==> config.mk <==
export PLATFORM = sky130hd
export DESIGN_NAME = ram_sdp_init
export DESIGN_NICKNAME = d
export VERILOG_FILES = /design/src/rtl/ram_sdp_init.sv
export SDC_FILE = /design/constraint.sdc
export NUM_CORES = 1
export LEC_CHECK = 0
export ABC_AREA = 1
export CELL_PAD_IN_SITES_DETAIL_PLACEMENT = 2
export CELL_PAD_IN_SITES_GLOBAL_PLACEMENT = 2
export CORE_UTILIZATION = 27
export CTS_BUF_LIST = sky130_fd_sc_hd__clkbuf_2
export CTS_CLUSTER_SIZE = 24
export DETAILED_ROUTE_END_ITERATION = 8
export PLACE_DENSITY_LB_ADDON = 0.05
export SYNTH_ARGS = -nofsm -noshare
export SYNTH_HDL_FRONTEND = slang
export SYNTH_SLANG_ARGS = --single-unit
==> constraint.sdc <==
create_clock -name clk -period 1.75 [get_ports clk]
set_clock_uncertainty 0.1 [all_clocks]
set_input_delay 0.525 -clock clk [delete_from_list [all_inputs] [get_ports clk]]
set_output_delay 0.525 -clock clk [all_outputs]
set_load 0.02 [all_outputs]
==> src/rtl/ram_sdp_init.sv <==
// ram_sdp_init: parametrised simple-dual-port synchronous RAM.
// A self-clearing sequencer zeroes every word after each reset release.
// The read port is registered and has a one-cycle valid strobe.
// Optional build macro: RAM_OUT_REG_EN
//   When defined, an extra output register stage is added (read latency 2).
module ram_sdp_init #(
    parameter int unsigned DATA_W  = 4,
    parameter int unsigned ADDR_W  = 2,
    parameter int unsigned RDW_NEW = 0
) (
    input  logic              clk,
    input  logic              rst_n,
    input  logic              we,
    input  logic [ADDR_W-1:0] waddr,
    input  logic [DATA_W-1:0] din,
    input  logic              re,
    input  logic [ADDR_W-1:0] raddr,
    output logic [DATA_W-1:0] dout,
    output logic              dout_valid,
    output logic              init_busy,
    output logic              wr_drop
);

    localparam int unsigned DEPTH = 2 ** ADDR_W;

    typedef enum logic {
        ST_CLEAR = 1'b0,
        ST_RUN   = 1'b1
    } state_t;

    state_t            state;
    state_t            state_nxt;
    logic [ADDR_W-1:0] clr_cnt;
    logic [ADDR_W-1:0] clr_cnt_nxt;

    // Muxed memory write port: the clear sequencer owns it during CLEAR
    logic              mem_we_c;
    logic [ADDR_W-1:0] mem_waddr_c;
    logic [DATA_W-1:0] mem_wdata_c;

    // Read request accepted this cycle and the word it returns
    logic              rd_en_c;
    logic              rdw_hit_c;
    logic [DATA_W-1:0] rd_data_c;

    logic [DATA_W-1:0] mem [DEPTH];

    logic [DATA_W-1:0] dout_s1;
    logic              valid_s1;

    // State register and clear counter
    always_ff @(posedge clk or negedge rst_n) begin
        if (!rst_n) begin
            state   <= ST_CLEAR;
            clr_cnt <= '0;
        end else begin
            state   <= state_nxt;
            clr_cnt <= clr_cnt_nxt;
        end
    end

    // Next-state logic; also selects who drives the memory write port
    always_comb begin
        state_nxt   = state;
        clr_cnt_nxt = clr_cnt;
        mem_we_c    = 1'b0;
        mem_waddr_c = waddr;
        mem_wdata_c = din;
        rd_en_c     = 1'b0;
        case (state)
            ST_CLEAR: begin
                mem_we_c    = 1'b1;
                mem_waddr_c = clr_cnt;
                mem_wdata_c = '0;
                if (clr_cnt == ADDR_W'(DEPTH - 1)) begin
                    clr_cnt_nxt = '0;
                    state_nxt   = ST_RUN;
                end else begin
                    clr_cnt_nxt = clr_cnt + ADDR_W'(1);
                end
            end
            ST_RUN: begin
                mem_we_c = we;
                rd_en_c  = re;
            end
            default: begin
                state_nxt   = ST_CLEAR;
                clr_cnt_nxt = '0;
            end
        endcase
    end

    // Storage array; contents are defined by the clear sequence, not by reset
    always_ff @(posedge clk) begin
        if (mem_we_c) begin
            mem[mem_waddr_c] <= mem_wdata_c;
        end
    end

    // Same-address collision bypass selects write data when RDW_NEW is set
    always_comb begin
        rdw_hit_c = (RDW_NEW != 32'd0) && we && (waddr == raddr);
        rd_data_c = rdw_hit_c ? din : mem[raddr];
    end

    // First read stage: data holds when no read is accepted
    always_ff @(posedge clk or negedge rst_n) begin
        if (!rst_n) begin
            dout_s1  <= '0;
            valid_s1 <= 1'b0;
        end else begin
            valid_s1 <= rd_en_c;
            if (rd_en_c) begin
                dout_s1 <= rd_data_c;
            end
        end
    end

    // Busy flag tracks the state the FSM is entering
    always_ff @(posedge clk or negedge rst_n) begin
        if (!rst_n) begin
            init_busy <= 1'b1;
        end else begin
            init_busy <= (state_nxt == ST_CLEAR);
        end
    end

    // Sticky record of writes lost to the clear sequence
    always_ff @(posedge clk or negedge rst_n) begin
        if (!rst_n) begin
            wr_drop <= 1'b0;
        end else if ((state == ST_CLEAR) && we) begin
            wr_drop <= 1'b1;
        end
    end

`ifdef RAM_OUT_REG_EN
    logic [DATA_W-1:0] dout_s2;
    logic              valid_s2;

    // Second output stage delays data and strobe together
    always_ff @(posedge clk or negedge rst_n) begin
        if (!rst_n) begin
            dout_s2  <= '0;
            valid_s2 <= 1'b0;
        end else begin
            dout_s2  <= dout_s1;
            valid_s2 <= valid_s1;
        end
    end

    assign dout       = dout_s2;
    assign dout_valid = valid_s2;
`else
    assign dout       = dout_s1;
    assign dout_valid = valid_s1;
`endif

endmodule

==> results of run 1 <==
area by class of cell:
class,instances,area (µm²)
timing repair buffer,26,208
tap,50,62.6
sequential,26,732
inverter,28,105
clock inverter,1,30.0
multi-input combinational,63,304
fill,465,2600
clock buffer,3,15.0
path summary, 6_finish.rpt:
check | endpoint | depth (start not counted) | slack (ns)
worst min-delay path | dout[1]$_DFFE_PN0P_ | 1 | 0.35
min in group clk | wr_drop$_DFFE_PN0P_ | 1 | 0.39
worst min register to register | wr_drop$_DFFE_PN0P_ | 1 | 0.39
worst max-delay path | init_busy | 1 | 0.08
max in group asynchronous | init_busy$_DFF_PN1_ | 1 | 0.86
worst max register to register | mem[1][2]$_DFFE_PP_ | 6 | 0.16
cells in the final DEF (no fill, tap or decap):
cell type / n
sky130_fd_sc_hd__nand2_1: 40
sky130_fd_sc_hd__inv_1: 24
sky130_fd_sc_hd__edfxtp_1: 16
sky130_fd_sc_hd__clkdlybuf4s50_1: 11
sky130_fd_sc_hd__dfrtp_1: 9
sky130_fd_sc_hd__buf_4: 9
sky130_fd_sc_hd__nand3_1: 8
sky130_fd_sc_hd__clkbuf_2: 7
sky130_fd_sc_hd__nor2_1: 4
sky130_fd_sc_hd__inv_2: 4
sky130_fd_sc_hd__buf_2: 2
sky130_fd_sc_hd__a21oi_2: 1
sky130_fd_sc_hd__nand2_4: 1
sky130_fd_sc_hd__o21ai_2: 1
sky130_fd_sc_hd__or2_4: 1
sky130_fd_sc_hd__nand2_2: 1
sky130_fd_sc_hd__o211ai_2: 1
sky130_fd_sc_hd__nor2_2: 1
sky130_fd_sc_hd__nor2_4: 1
sky130_fd_sc_hd__a21o_1: 1
sky130_fd_sc_hd__a21oi_1: 1
sky130_fd_sc_hd__ha_1: 1
sky130_fd_sc_hd__bufinv_16: 1
sky130_fd_sc_hd__dfstp_2: 1
per-layer routing:
metal | part of all wire | up-vias
met5 | 0 | -
met2 | 0.51 | 11
met1 | 0.46 | 411
met3 | 0.028 | 2
li1 | - | 419
met4 | 0.0043 | 0
state kept, by name, indices dropped and copies added, names as in the netlist:
name / flops
clr_cnt: 2
mem: 16
state: 1
dout_valid: 1
init_busy: 1
dout: 4
wr_drop: 1
power groups by stage:
stage | combinational (mW) | clock [mW] | sequential, mW
detailed placement | 0.150 | 0 | 0.694
global route | 0.151 | 0.416 | 0.683
finish | 0.135 | 0.370 | 0.681
global placement | 0.145 | 0 | 0.693
floorplan | 0.0540 | 0 | 0.707
CTS | 0.145 | 0.395 | 0.682
metrics by stage:
| step | worst slack (ns) | utilization | instances | hold WS [ns] | cell area, µm² |
|---|---|---|---|---|---|
| detailed placement | -0.168 | 0.356 | 193 | 0.354 | 1440 |
| CTS | 0.00125 | 0.366 | 197 | 0.313 | 1490 |
| global placement | -0.103 | 0.356 | 193 | 0.350 | 1440 |
| finish | 0.0849 | 0.359 | 197 | 0.349 | 1460 |
| global route | 0.00188 | 0.359 | 197 | 0.315 | 1460 |
| floorplan | 0.339 | - | 119 | 0.129 | 1160 |
kinds of logic after synthesis:
family,share of synthesized area
AO/OA/AOI/OAI,0.0367
buffers and inverters,0.107
AND/OR/NAND/NOR,0.215
flip-flops,0.631
adder cells (fa/ha/maj),0.0108
what timing repair did:
| action | 4_1_cts | 5_1_grt |
|---|---|---|
| resized for setup | 17 | 8 |
| endpoints found under the setup margin | 7 | 7 |
| setup buffers | 0 | 0 |
==> results.txt, run 1 <==
- Number of synthesized flops with an enable pin: 16
* Wire length of the first global-routing pass: 4060 µm
* Startpoint type of the worst setup path: flip-flop
* Clk root buf: sky130_fd_sc_hd__clkbuf_2
- Setup Viol. Count Final: 0
- DRT Wirelength: 2530 µm
- Detailed placement ended at an HPWL of 2130 µm.
- For met3 alone, demand over resource in global routing was 0.0203.
- Of the total power, combinational logic draws 0.114.
- Final sum of negative setup slack: 0 ns
* Clock network fraction of total power: 0.312
* Synthesized area per cell: 9.75 µm²
- The die covers 0.00456 mm².
* Cell-by-cell listing of the critical path: buf_4
* Total routing usage reported by global routing: 0.124
- In this run the core area contains 23 standard-cell rows.
- For the worst setup path, the data arrival time is 1.04 ns.
- Ranking of synthesized cells by instance count: sky130_fd_sc_hd__nand2_1, sky130_fd_sc_hd__inv_1, sky130_fd_sc_hd__edfxtp_1
* Setup crit start: init_busy$_DFF_PN1_
* Max-slew violation total from the final report: 0
* Initial Util: 0.286
* Number of max-cap violations: 0
- Summed over all cells, the static leakage comes to 0.722 nW.
- DR vias: 843
- Latest clock arrival within the worst-skew pair: 0.34 ns
- Post-synthesis async set-or-reset flop share: 0.385
* Tcrit/Tclk final: 0.951
- Using the TritonRoute via totals, the vias-per-cell ratio works out to 4.28.
- In the final design database the tool counted 161 nets.
* Maximum fanout count along the critical path: 1
- Entering global routing, the biggest net connects 16 pins.
* Crit path buf inv count: 1
- CTS built an H-tree with a depth of 1.
* Clock Sink Count: 26
- Worst-path cell with the longest stage delay: sky130_fd_sc_hd__dfstp_2
- Global routing met1 resource utilization: 0.157
- The number of global-route vias before repair came to 890.
* Pre-Repair DR Iteration Count: 4
- Library cell occupying the most area in the post-synthesis netlist: sky130_fd_sc_hd__edfxtp_1
* Run status: finished clean
- Setup repair after global routing left no endpoint under its margin.
- Summing internal, switching and leakage power gives 1.19 mW.
- The die is 67.5 µm tall.
- Max-Slew Margin vs Limit: 0.695
- Power density over the cells: 814 mW/mm²
* Ant diodes: 0
* Post-detailed-route count of antenna-violating nets: 0
* Aggregate global routing overflow: 0
- After detailed routing, the average wire length per cell comes to 12.8 µm.
* Clk slew on worst S/H paths: 0.24 ns
* Proportion of power drawn by flip-flops and latches: 0.575
- Synthesized netlist cell count: 119
- In this run the deepest clock path goes through 2 buffers.
- Data on the critical path is required at its endpoint by 1.12 ns.
- Path type of the worst min-delay path: primary input to async pin
- Number of endpoints with negative hold slack in the final report: 0
* Kind of end point of the critical path: primary output
* GR peak layer: met2
- Transition time at the pin with the least slew margin: 0.457 ns
- Cts bufs inserted: 3
- Placer's final routability congestion estimate: 0.688
* Most common flop cell mapped by yosys: sky130_fd_sc_hd__edfxtp_1
- The share of synthesized area in the top cell type comes to 0.414.
- The region available for standard cell placement spans 0.00406 mm².
* Number of DRC violations after detailed routing: 0
* Syn Nets: 132
- The first routing iteration left 15 violations.
- Share of total power consumed by net switching: 0.217
* Flip-flop and latch count after synthesis: 26
- Count of different cell masters after synthesis: 21
* Family with the most delay on the worst path: flip-flops
* Worst-case vdd ir drop: 322 µV
- Combined area of all synthesized cells: 0.00116 mm²
- Most frequently used cell type in the post-synthesis netlist: sky130_fd_sc_hd__nand2_1
* Final min period: 1.67 ns
* TritonCTS clock tree: yes
* Sequential-to-total area share from yosys stat: 0.631
* Area contributors post-synth: sky130_fd_sc_hd__edfxtp_1, sky130_fd_sc_hd__dfrtp_1, sky130_fd_sc_hd__nand2_1
- Post-cts hold buffer count: 0
- Die Wd: 67.5 µm
* I/O Buffers: 18
- Internal power of the cells: 0.928 mW
* Largest stage delay on the critical path: 0.57 ns
- Start of the worst register-to-register path: state$_DFF_PN0_
- Area growth, synth to finish: 25.6%
- Grt met2 use: 0.217
* Share of final-layout standard cells stronger than drive strength 1: 0.218
* Class of the most critical setup path: flip-flop to primary output
- Initial antenna violation count: 0
- Summed over all nets, the switching power comes to 0.258 mW.
* Number of placed I/O pins: 19
- Maximum operating frequency: 601 MHz
* Yosys warning total: 0
(Power assumes the default switching activity.)
==> inputs of run 2 (changes only) <==
--- a/config.mk
+++ b/config.mk
@@ -12,7 +12,7 @@
 export CTS_BUF_LIST = sky130_fd_sc_hd__clkbuf_2
 export CTS_CLUSTER_SIZE = 24
 export DETAILED_ROUTE_END_ITERATION = 8
-export PLACE_DENSITY_LB_ADDON = 0.05
+export PLACE_DENSITY_LB_ADDON = 0.1
 export SYNTH_ARGS = -nofsm -noshare
 export SYNTH_HDL_FRONTEND = slang
 export SYNTH_SLANG_ARGS = --single-unit
==> constraint.sdc (replaced) <==
create_clock -name clk -period 1.75 [get_ports clk]
set_clock_uncertainty 0.1 [all_clocks]
set_input_delay 0.35 -clock clk [delete_from_list [all_inputs] [get_ports clk]]
set_output_delay 0.35 -clock clk [all_outputs]
set_load 0.02 [all_outputs]
==> run 2 against run 1 <==
Compared with the run above:
- flip-flop and latch count unchanged
- clock power shrank 40%
- via count decreased by 3.7%
- non-clock buffer count shrank 3
- combinational power barely moved
- cell count decreased by 1.5%
- worst hold slack worse by 0.16 ns
- setup slack improved by 0.019 ns
- register-to-register slack gained 0.02 ns
- maximum frequency increased by 1.2%
- wire length down 6.8%
- core utilization decreased by 0.55 points
- critical path type unchanged
- largest cell class unchanged
==> results.txt, run 2 (synthesis gave the netlist of run 1 again) <==
- Run status: finished clean
* Final min period: 1.65 ns
- Cell-by-cell listing of the critical path: clkdlybuf4s15_1
* Maximum number of pins on one net before global-route repair: 15
* Crit path buf inv count: 1
* Worst endpoint required time: 1.30 ns
- Setup Viol. Count Final: 0
- Routability-driven placement finished with a final weighted congestion of 0.655.
- Clock Sink Count: 26
- Number of buffers on the longest clock path: 2
- Register bank with the most flops: mem
- On the worst path, the slowest cell contributes a delay of 0.57 ns.
* Number of DRC violations after detailed routing: 0
* Class of the most critical setup path: flip-flop to primary output
- In the routed layout, each cell is associated on average with a via count of 4.19.
* Area growth, synth to finish: 23.6%
- Number of flip-flops under the largest register name: 16
- Post-cts hold buffer count: 0
* Number of nets in the finished design: 158
- At the placement stage, the worst setup path has a slack of -0.0373 ns.
- After clock tree synthesis, the clock-pin slew on the worst setup and hold paths is 0.24 ns.
- The first routing iteration left 24 violations.
- In this run the number of H-tree levels came out at 1.
- In the final layout, the share of cells above drive strength 1 is 0.160.
- Max-slew violation total from the final report: 0
- I/O Buffers: 18
- In the final routed layout, each cell accounts on average for 12.2 µm.
* Latest clock arrival within the worst-skew pair: 0.34 ns
- Aggregate global routing overflow: 0
* Maximum fanout count along the critical path: 1
- Pre-Repair DR Iteration Count: 2
- The library cells used most frequently in the layout, excluding fill and tap cells, are sky130_fd_sc_hd__nand2_1, sky130_fd_sc_hd__inv_1, sky130_fd_sc_hd__edfxtp_1.
* Setup slack after layout: 0.104 ns
* Setup repair after global routing missed its margin: no
- Power spread over the standard cell area amounts to 720 mW/mm².
* Maximum operating frequency: 608 MHz
* Most frequent standard cell in the layout excluding fill and tap cells: sky130_fd_sc_hd__nand2_1
- Ant diodes: 0
- The worst-case IR drop observed on VDD is 203 µV.
* Wire length of the first global-routing pass: 3900 µm
* Vias in the first global route: 870
- Summed over all failing endpoints, the final setup total negative slack is 0 ns.
- The floorplan step set the die height to 67.5 µm.
* Number of max-cap violations: 0
- TritonCTS built the clock tree.
- The worst hold path belongs to the class primary input to async pin.
- Post-CTS setup buffer count: 0
- STA classifies the critical path endpoint as a primary output.
* Startpoint type of the worst setup path: flip-flop
- The initial utilization of the core area, before any placement, comes to 0.286.
- Detailed placement finished with a half-perimeter wire length of 2010 µm.
- Transition time at the pin with the least slew margin: 0.465 ns
* Post-detailed-route count of antenna-violating nets: 0
* Max-Slew Margin vs Limit: 0.689
* DR vias: 812
- Area of the placeable core: 0.00406 mm²
- Post-CTS repair changed the size of 7 cells.
- Of the available clock period, the critical path in the final layout requires 0.940.
- Initial antenna violation count: 0
- Measured along the x axis, the die boundary spans 67.5 µm.
- The number of endpoints with negative hold slack in the final report was 0.
- Broken down by cell family, the worst path's largest delay share belongs to flip-flops.
- The floorplan has 23 rows.
- The largest individual stage delay along the critical path comes from the cell sky130_fd_sc_hd__dfstp_2.
- Leakage power: 0.703 nW
- Wires add up to 2360 µm.
- Clk root buf: sky130_fd_sc_hd__clkbuf_2
- The die covers 0.00456 mm².
* Number of placed I/O pins: 19
* Cts bufs inserted: 3
- Total routing usage reported by global routing: 0.120
- Worst endpoint data arrival time: 1.20 ns
==> run 2: layer usage <==
metal	track usage	part of all wire
met2	0.213	0.52
met5	0	0
met1	0.147	0.46
met3	0.0152	0.020
met4	0.0399	0
==> run 2: metrics by stage <==
step / hold WS [ns] / utilization / total power, mW / instance area (µm²) / std cells
6_report: 0.184 / 0.353 / 1.03 / 1430 / 194
5_1_grt: 0.154 / 0.353 / 1.09 / 1430 / 194
4_1_cts: 0.176 / 0.353 / 1.05 / 1430 / 194
3_5_place_dp: 0.365 / 0.350 / 0.839 / 1420 / 190
3_3_place_gp: 0.349 / 0.350 / 0.833 / 1420 / 190
2_1_floorplan: -0.0456 / - / 0.761 / 1160 / 119
==> run 2: layout make-up <==
type | count | area, µm²
Clock buffer | 3 | 15.0
Clock inverter | 1 | 3.75
Fill cell | 448 | 2620
Inverter | 28 | 105
Multi-Input combinational cell | 63 | 304
Sequential cell | 26 | 733
Tap cell | 50 | 62.6
Timing Repair Buffer | 23 | 210
==> run 2: path summary, 6_finish.rpt <==
path	to	slack [ns]	start	cells past startpoint
worst max-delay path	init_busy	0.10	init_busy$_DFF_PN1_	1
worst min-delay path	dout[3]$_DFFE_PN0P_	0.18	rst_n	1
worst max register to register	mem[1][1]$_DFFE_PP_	0.18	state$_DFF_PN0_	5
worst min register to register	wr_drop$_DFFE_PN0P_	0.40	wr_drop$_DFFE_PN0P_	1
max in group asynchronous	init_busy$_DFF_PN1_	1.03	rst_n	1
min in group clk	wr_drop$_DFFE_PN0P_	0.40	wr_drop$_DFFE_PN0P_	1
==> run 2: power breakdown <==
part | switching (mW) | total (mW) | internal (mW)
Combinational | 0.0744 | 0.132 | 0.0572
Clock | 0.170 | 0.221 | 0.0510
Sequential | 0.00721 | 0.681 | 0.674
Total | 0.251 | 1.03 | 0.782
==> inputs of run 3 (changes only) <==
--- a/config.mk
+++ b/config.mk
@@ -13,6 +13,7 @@
 export CTS_CLUSTER_SIZE = 24
 export DETAILED_ROUTE_END_ITERATION = 8
 export PLACE_DENSITY_LB_ADDON = 0.1
+export SLEW_MARGIN = 20
 export SYNTH_ARGS = -nofsm -noshare
 export SYNTH_HDL_FRONTEND = slang
 export SYNTH_SLANG_ARGS = --single-unit
==> results of run 3 <==
No change in the layout: final DEF, timing and power equal those of run 2.
==> variant 1: new RTL, settings of run 3 <==
Add a define of `RAM_OUT_REG_EN`.
--- a/src/rtl/ram_sdp_init.sv
+++ b/src/rtl/ram_sdp_init.sv
@@ -4,4 +4,6 @@
 // Optional build macro: RAM_OUT_REG_EN
 //   When defined, an extra output register stage is added (read latency 2).
+`define RAM_OUT_REG_EN
+
 module ram_sdp_init #(
     parameter int unsigned DATA_W  = 4,
Behaviour: not the same (Yosys sat finds a counterexample within 10 cycles, from zero or initial values and one cycle with rst_n low).
==> variant 1 against run 3 <==
Power increased by 24%; worst setup slack improved by 18 ps; sequential cell count up 5; via count is 7.5% higher; synthesized cell count grew 4.2%; clock power increased by 52%; area after synthesis rose by 11%; sequential power increased by 19%; cell area rose by 11%; wire length grew 8.1%; largest cell class unchanged.
==> variant 1: results (changes against run 3) <==
[placement] total placed instance area 1560 µm² [was 1420 µm²]
[detailed_routing] drt total wl 2.55 mm [was 2.36 mm]
[pwr] sw frac 0.244 [was 0.243]
[yosys] adder and majority cell fraction of the synthesized area 0.00974 [was 0.0108]
[critical_path] arrival time at the worst endpoint 1180 ps [was 1200 ps]
[detailed_routing] first-pass detailed-route iteration total 6 [was 2]
[pwr] combinational fraction of design power 0.106 [was 0.127]
[timing] Post-Route Hold Slack 193 ps [was 184 ps]
[detailed_routing] detailed-route via count 873 [was 812]
[placement] worst slack at placement -32.2 ps [was -37.3 ps]
[status] outcome finished clean [unchanged]
[critical_path] number of cells on the worst reg-to-reg path 4 [was 5]
[clock_tree] number of buffers added by the clock tree synthesis step 5 [was 3]
[clock_tree] Worst-path clk slew 150 ps [was 240 ps]
[cells_and_area] fraction of layout cells with a size suffix above 1 0.176 [was 0.160]
[timing] transition time at the pin with the least slew margin 317 ps [was 465 ps]
[placement] number of placed cells counting well taps 197 [was 190]
[critical_path] setup slack of the worst register-to-register path 130 ps [was 180 ps]
[pwr] portion of total power attributed to sequential cells 0.632 [was 0.659]
[critical_path] Worst path max stage delay 550 ps [was 570 ps]
[clock_tree] number of H-tree levels 2 [was 1]
[cells_and_area] net count reported at finish 165 [was 158]
[yosys] part of the Yosys area used for sequential elements 0.667 [was 0.631]
[global_route] first-pass GRT wire length 4.39 mm [was 3.90 mm]
[critical_path] capturing point of the worst reg2reg path mem[2][3] [was mem[1][1]]
[pwr] total power divided by cell area 802 nW/µm² [was 720 nW/µm²]
[detailed_routing] post-detailed-route wirelength per cell 12.4 µm [was 12.2 µm]
[cells_and_area] fill cell instance count of the final layout 502 [was 448]
[pwr] leakage dissipation 0.000787 µW [was 0.000703 µW]
[placement] final weighted congestion of routability-driven global placement 0.677 [was 0.655]
[global_route] number of global-route vias before repair 951 [was 870]
==> variant 1: cell types whose count changed after synthesis <==
cell,run 3,this run
sky130_fd_sc_hd__dfrtp_1,9,14
==> variant 1: worst max-delay path by stage <==
stage                           end  slack (ps)  cells after the start
final                     init_busy         120                      1
after CTS                 init_busy          50                      1
after global placement    mem[3][1]          30                      4
after floorplan           mem[2][0]         340                      4
after detailed placement  mem[3][3]         -30                      4
after global routing      init_busy          20                      1
==> variant 1: area by class of cell <==
type / count / area share
Clock buffer: 7 / 0.0220
Timing Repair Buffer: 23 / 0.140
Multi-Input combinational cell: 63 / 0.191
Inverter: 28 / 0.0659
Clock inverter: 1 / 0.00314
Sequential cell: 31 / 0.538
Tap cell: 52 / 0.0408
==> variant 1: routing by layer <==
layer / global-route usage / up-vias / wire, µm
li1: - / 433 / -
met1: 0.131 / 423 / 1140
met2: 0.208 / 13 / 1260
met3: 0.0427 / 4 / 94
met4: 0.0533 / 0 / 48
met5: 0 / - / 0
==> variant 2: new RTL, flow settings as in run 3 <==
Without the edit above. Remove the register `init_busy`: a continuous assignment takes its place, so the output `init_busy` follows one clock earlier.
--- a/src/rtl/ram_sdp_init.sv
+++ b/src/rtl/ram_sdp_init.sv
@@ -118,11 +118,5 @@
 
     // Busy flag tracks the state the FSM is entering
-    always_ff @(posedge clk or negedge rst_n) begin
-        if (!rst_n) begin
-            init_busy <= 1'b1;
-        end else begin
-            init_busy <= (state_nxt == ST_CLEAR);
-        end
-    end
+    assign init_busy = (state_nxt == ST_CLEAR);
 
     // Sticky record of writes lost to the clear sequence
Formal check against the unedited RTL: not equivalent (a bounded check fails within 4 cycles, from zero or initial values and one cycle with rst_n low).
==> variant 2 against run 3 <==
Worst setup slack got worse by 12 ps; sequential cell count decreased by 1; count of clock-buffer cells in the layout increased by 1; die area decreased by 2.2%; fmax decreased by 0.71%; non-clock buffer count increased by 1; global-route usage increased by 1.9 points; cell area decreased by 0.18%; area after synthesis decreased by 2.3%; wire length increased by 8.8%; sequential power decreased by 3.5%; power decreased by 1.7%; highest routed layer is now met4.
==> variant 2: results (changes against run 3) <==
[status] outcome finished clean [unchanged]
[detailed_routing] detailed-routing wirelength on met1 1.01 mm [was 1.08 mm]
[critical_path] setup slack of the worst register-to-register path 130 ps [was 180 ps]
[timing] final critical-path required period 1660 ps [was 1650 ps]
[placement] post-detailed-placement half-perimeter wirelength 2.06 mm [was 2.01 mm]
[detailed_routing] drt total wl 2.57 mm [was 2.36 mm]
[critical_path] number of cells on the worst reg-to-reg path 6 [was 5]
[critical_path] Worst Setup SP clr_cnt[0] [was init_busy]
[cells_and_area] fraction of layout cells with a size suffix above 1 0.167 [was 0.160]
[pwr] Max IR drop VDD 0.245 mV [was 0.203 mV]
[detailed_routing] detailed route wirelength on metal3 57 µm [was 48 µm]
[global_route] largest net degree at the start of global routing 14 [was 15]
[critical_path] slowest stage cell on the critical path sky130_fd_sc_hd__dfrtp_1 [was sky130_fd_sc_hd__dfstp_2]
[global_route] first-pass GRT wire length 4.35 mm [was 3.90 mm]
[placement] worst slack at placement -26.1 ps [was -37.3 ps]
[detailed_routing] highest signal layer in the routed design met4 [was met3]
[detailed_routing] first-pass detailed-route iteration total 4 [was 2]
[yosys] unique cell type count in the Yosys netlist 20 [was 21]
[critical_path] maximum fanout encountered on the critical timing path 2 [was 1]
[placement] total placed instance area 1420 µm² [about the same]
[yosys] Compound-Gate Fraction of Synth Area 0.0375 [was 0.0367]
[yosys] Gate Count Post-Synth 118 [was 119]
[timing] transition time at the pin with the least slew margin 453 ps [was 465 ps]
[critical_path] Worst path max stage delay 440 ps [was 570 ps]
[yosys] top cells by area in the synthesized netlist sky130_fd_sc_hd__edfxtp_1 42%, sky130_fd_sc_hd__dfrtp_1 20%, sky130_fd_sc_hd__nand2_1 13% [was sky130_fd_sc_hd__edfxtp_1 41%, sky130_fd_sc_hd__dfrtp_1 19%, sky130_fd_sc_hd__nand2_1 13%]
[pwr] leakage dissipation 0.000705 µW [was 0.000703 µW]
[timing] Post-Route Hold Slack 178 ps [was 184 ps]
[yosys] net count of the mapped netlist 131 [was 132]
[yosys] part of the Yosys area used for sequential elements 0.623 [was 0.631]
[detailed_routing] metal2 WL 1.45 mm [was 1.23 mm]
[global_route] met1 Use GR 0.152 [was 0.147]
[critical_path] capturing point of the worst reg2reg path mem[2][1] [was mem[1][1]]
[yosys] adder and majority cell fraction of the synthesized area 0.0110 [was 0.0108]
==> variant 2: worst reg2reg max path, stage by stage, from the launching register on <==
cell,delay (ps)
sky130_fd_sc_hd__dfrtp_1,500
sky130_fd_sc_hd__buf_12,170
sky130_fd_sc_hd__nor2_1,70
sky130_fd_sc_hd__a21oi_2,180
sky130_fd_sc_hd__inv_2,60
sky130_fd_sc_hd__nor2_1,130
sky130_fd_sc_hd__buf_4,160
==> variant 2: layout make-up <==
cell class / count / area [µm²]
clock buffers: 4 / 20.0
repair buffers: 24 / 231
flip-flops and latches: 25 / 706
multi-input cells: 63 / 307
well taps: 50 / 62.6
inverters: 28 / 105
fillers: 471 / 2600
==> variant 2: cells by family after synthesis <==
group / Yosys count
fa+ha+maj: 1
buf+inv: 30
simple gates: 57
flops: 25
compound gates: 5
==> variant 2: report_power, final <==
part	leakage (µW)	internal, µW	total [µW]	switching (µW)
registers	0.000253	650	657	7.08
clock network	0.0000166	60.4	224	164
logic	0.000435	57.9	134	75.9
